File: config.mk
export PLATFORM = sky130hd
export DESIGN_NAME = led_indicator_bank
export DESIGN_NICKNAME = d
export VERILOG_FILES = /design/src/rtl/led_indicator_bank.sv
export SDC_FILE = /design/constraint.sdc
export NUM_CORES = 1
export LEC_CHECK = 0
export ABC_AREA = 1
export CAP_MARGIN = 20
export CORE_UTILIZATION = 37
export CTS_CLUSTER_DIAMETER = 60
export DETAILED_ROUTE_END_ITERATION = 7
export RECOVER_POWER = 50
export SLEW_MARGIN = 40
export SYNTH_ARGS = -nofsm -noshare
export SYNTH_HDL_FRONTEND = slang
export SYNTH_SLANG_ARGS = --single-unit
File: constraint.sdc
create_clock -name iCLK -period 4.91 [get_ports iCLK]
set_input_delay 0.491 -clock iCLK [delete_from_list [all_inputs] [get_ports iCLK]]
set_output_delay 0.491 -clock iCLK [all_outputs]
set_load 0.1 [all_outputs]
File: src/rtl/led_indicator_bank.sv
// led_indicator_bank: multi-channel LED driver with a shared tick prescaler and off/on/blink/stretch modes
module led_indicator_bank #(
    parameter int FREQ       = 120000000,
    parameter int TICK_HZ    = 1000,
    parameter int CH         = 4,
    parameter int STRETCH_MS = 50,
    parameter bit LED_POL    = 1'b1
) (
    input  logic              iCLK,
    input  logic              iRST_n,
    input  logic [2*CH-1:0]   iMODE,
    input  logic [16*CH-1:0]  iHALF_MS,
    input  logic [CH-1:0]     iEVENT,
    output logic [CH-1:0]     oLED
);
    localparam int          DIV     = FREQ / TICK_HZ;
    localparam logic [31:0] LAST    = 32'(DIV - 1);
    localparam logic [15:0] STRETCH = 16'(STRETCH_MS);

    logic [31:0]   preCnt;
    logic          tick;
    logic [1:0]    modeQ   [CH];
    logic [15:0]   bcnt    [CH];
    logic [15:0]   scnt    [CH];
    logic [15:0]   lastCnt [CH];
    logic [CH-1:0] blit;
    logic [CH-1:0] lit;

    assign tick = preCnt == LAST;
    assign oLED = LED_POL ? lit : ~lit;

    for (genvar g = 0; g < CH; g++) begin : gHalf
        assign lastCnt[g] = (iHALF_MS[16*g +: 16] == 16'd0) ? 16'd0 : iHALF_MS[16*g +: 16] - 16'd1;
    end

    // free-running prescaler shared by every channel, never resynchronised
    always_ff @(posedge iCLK or negedge iRST_n)
        if (!iRST_n)
            preCnt <= '0;
        else
            preCnt <= tick ? '0 : preCnt + 32'd1;

    // per-channel state; a mode change preempts tick and event, lit is held on that edge
    always_ff @(posedge iCLK or negedge iRST_n)
        if (!iRST_n) begin
            for (int i = 0; i < CH; i++) begin
                modeQ[i] <= 2'b00;
                bcnt[i]  <= '0;
                scnt[i]  <= '0;
            end
            blit <= '1;
            lit  <= '1;
        end else begin
            for (int i = 0; i < CH; i++) begin
                if (iMODE[2*i +: 2] != modeQ[i]) begin
                    modeQ[i] <= iMODE[2*i +: 2];
                    bcnt[i]  <= '0;
                    blit[i]  <= 1'b1;
                    scnt[i]  <= '0;
                end else begin
                    case (modeQ[i])
                        2'b00: lit[i] <= 1'b0;
                        2'b01: lit[i] <= 1'b1;
                        2'b10: begin
                            if (tick) begin
                                if (bcnt[i] >= lastCnt[i]) begin
                                    bcnt[i] <= '0;
                                    blit[i] <= ~blit[i];
                                end else begin
                                    bcnt[i] <= bcnt[i] + 16'd1;
                                end
                            end
                            lit[i] <= blit[i];
                        end
                        default: begin
                            if (iEVENT[i])
                                scnt[i] <= STRETCH;
                            else if (tick && scnt[i] != 16'd0)
                                scnt[i] <= scnt[i] - 16'd1;
                            lit[i] <= iEVENT[i] | (scnt[i] != 16'd0);
                        end
                    endcase
                end
            end
        end
endmodule
==> metrics.csv <==
stage,metric,value,unit
timing,fmax,0.290,GHz
floorplan,pin_count,82,
cts,numCtsBuffers,17,
logic_synthesis,synth.yosys.seq_area_share,30.7,%
timing,tightest_slew,2.53,ns
logic_synthesis,ys_types,42,
place,port_buffers,81,
drt,drtIter0Drc,835,
power,ir_drop,0.000215,V
drt,top_layer,met4,
power,pwr-share-clk,32.7,%
timing,relSlewSlack,-68.6,%
timing,hold_ws,0.0804,ns
floorplan,fp.dieH,199,um
logic_synthesis,netlist.area_leader.share,29.3,%
cts,cts_tree,done,
flow_run,drv_cap,1,
logic_synthesis,syn-instance-count,2222,
cts,clk-insertion-delay-late,0.43,ns
drt,ant_nets,0,
grt,track_usage,18.3,%
cts,cts_buffer_depth,2,
outcome,status,finished with violations,
timing,slew_viol_final,100,
drt,totalWireLength,34800,um
drt,dr.pass1.iters,5,
cts,cts_root_buf,clkbuf_16,
cts,cts_sinks,176,
drt,wl_met1,17200,um
logic_synthesis,synthAdderAreaFrac,7.06,%
timing,rsz0062_at_grt,false,
drt,drc_errors,0,
drt,wl_met2,16100,um
grt,grt_overflow,0,
grt,grt_max_degree,100,
logic_synthesis,syn_avg_cell_area,6.46,um^2
logic_synthesis,synth-compound-area-share,7.26,%
timing,min_period_over_period,70.2,%
logic_synthesis,syn_area,0.0144,mm^2
power,pwr_density_cell,275,mW/mm^2
timing,period_needed,3.45,ns
outcome,failed_checks,"max-capacitance violations, max-slew violations",
timing,fin_ws,1.46,ns
floorplan,die_w,199,um
timing,finClkSkew,0.0106,ns
logic_synthesis,synth_common_cells,"nand2_1 (632), nor2_1 (352), inv_1 (293), nand3_1 (178), dfrtp_1 (168)",
place,dpl.hpwl,26400,um
critical_path,crit_type,in2reg,
floorplan,core_area,0.0379,mm^2
critical_path,start_kind,input pin,
timing,final-setup-viol-count,0,
logic_synthesis,synth-edff-count,0,
logic_synthesis,ys.flop_type,dfrtp_1,
critical_path,crit_fanout,9,
logic_synthesis,syn_nets,2381,
logic_synthesis,ys_warn_count,0,
drt,via_per_inst,4.91,
logic_synthesis,synth_top_family_by_area,simple AND/OR/NAND/NOR gates,
drt,vias,13800,
grt,grt_pass1_wl,60300,um
cts,path_clk_slew,0.06,ns
cts,ctsHtreeMaxLevel,4,
floorplan,start_util,37.9,%
power,power_frac_comb,29.8,%
logic_synthesis,ys_seq_elements,176,
power,p_int,0.00290,W
finish,syn2layout_area_growth,12.8,%
floorplan,fp-row-count,71,
logic_synthesis,synthTopCellsByArea,"dfrtp_1 (29%), nand2_1 (17%), nor2_1 (9.2%)",
logic_synthesis,synthArstFlopShare,100,%
drt,wl_met3,1110,um
critical_path,end_kind,flip-flop,
critical_path,critical_path_arrival,3.75,ns
critical_path,required,5.21,ns
finish,diodes,0,
critical_path,rrSetupSlack,1.78,ns
timing,tns,0,ns
grt,antenna_found_initial,0,
logic_synthesis,synth-xor-area-share,5.00,%
cts,postCtsSetupBuffers,0,
cts,cts_resized,0,
finish,drive_gt1_share,5.10,%
logic_synthesis,yosysMostFrequentCell,nand2_1,
floorplan,die_area,0.0396,mm^2
grt,grt_pass1_vias,13100,
power,p_leak,8.14,nW
finish,fin_nets,2442,
drt,drt-wirelength-per-cell,12.4,um
power,p_switching,0.00156,W
logic_synthesis,yosys.area.top_type,dfrtp_1,
logic_synthesis,synthMuxAreaShare,0,%
power,p_sw_share,35.0,%
logic_synthesis,synth-simple-area-share,40.4,%
worst_hold_path,min_path_type,in2async,
place,gp_congestion,0.917,
cts,cts_hold_buf,0,
timing,hold_viol,0,
place,dp_slack,1.08,ns
power,seqPwrFrac,37.5,%
[cell type report]
cell class	instances	area, um^2
fill	4042	21700
multi-input combinational	1702	8580
sequential	176	4410
inverter	303	1140
timing repair buffer	83	807
tap	511	639
clock buffer	19	443
clock inverter	12	183
[cell families after synthesis]
| kind of cell | Yosys count |
|---|---|
| AO/OA/AOI/OAI | 178 |
| XOR/XNOR | 82 |
| adder cells (fa/ha/maj) | 81 |
| buffers and inverters | 344 |
| flip-flops | 176 |
| AND/OR/NAND/NOR | 1361 |
[metrics by stage]
step | power, W | area (um^2) | cells | utilization, %
4_1_cts | 0.00453 | 16200 | 2806 | 42.8
6_report | 0.00446 | 16200 | 2806 | 42.7
5_1_grt | 0.00480 | 16200 | 2806 | 42.7
3_3_place_gp | 0.00303 | 15600 | 2775 | 41.1
3_5_place_dp | 0.00304 | 15600 | 2775 | 41.1
2_1_floorplan | 0.00271 | 14400 | 2222 | -
[layer usage]
layer / global-route usage (%) / up-vias
met5: 0 / -
met4: 4.16 / 0
met3: 2.42 / 27
met2: 30.8 / 234
met1: 24.7 / 6295
li1: - / 7208
[worst max-delay path: stages]
cell and delay [ns]:
clkdlybuf4s50_1 0.46, nor2_1 0.27, nand2_1 0.18, nor3_1 0.53
nand2_1 0.13, o21ai_0 0.17, nand3_1 0.11, ha_1 0.30
nand2_1 0.05, inv_1 0.06, nand3_1 0.09, a21oi_1 0.18
inv_1 0.06, nand2_1 0.06, inv_1 0.04, nand2_1 0.10
nand2_1 0.15, inv_2 0.24, a21oi_1 0.07
[worst paths after layout]
check                             start       end  cells past startpoint
setup / recovery           iHALF_MS[50]   bcnt[5]                     19
min in group iCLK               blit[0]   blit[0]                      2
hold / removal                   iRST_n   bcnt[3]                      1
setup reg to reg              preCnt[0]  bcnt[28]                     10
hold reg to reg                 blit[0]   blit[0]                      2
max in group asynchronous        iRST_n  bcnt[40]                      2
[placed cells by master, fill, tap and decap left out, types with 5 or more instances in the layout]
master           synthesis  layout
a21oi_1                 38      38
ha_1                    81      81
inv_1                  293     293
o21bai_1                 7       7
dfstp_2                  8       8
o31ai_1                  5       5
dlygate4sd3_1            0       8
xor2_1                  63      63
or2_2                   16      16
a21o_1                   5       5
nand3_1                178     178
nor3_1                  60      60
o21ai_1                 50      50
dfrtp_1                168     168
nand4_1                 69      69
xnor2_1                 19      19
nor4_1                  14      13
clkdlybuf4s50_1          0      68
o21ai_2                 22      22
clkbuf_16                0      17
nor2_1                 352     352
nand3b_1                 7       7
nand2_2                 17      15
inv_2                    8       9
o21ai_0                 43      43
nand2_1                632     633
[power by group through the flow]
stage	registers [W]	clock network [W]	logic (W)
2_1_floorplan	0.00175	0	0.000961
3_3_place_gp	0.00170	0	0.00133
3_5_place_dp	0.00170	0	0.00134
4_1_cts	0.00167	0.00151	0.00134
5_1_grt	0.00169	0.00157	0.00154
6_report	0.00167	0.00146	0.00133
[flip-flops by register name (all words and copies together), names as in the netlist]
name	flops
bcnt	64
blit	4
modeQ	8
oLED	4
preCnt	32
scnt	64
(Power assumes the default switching activity.)
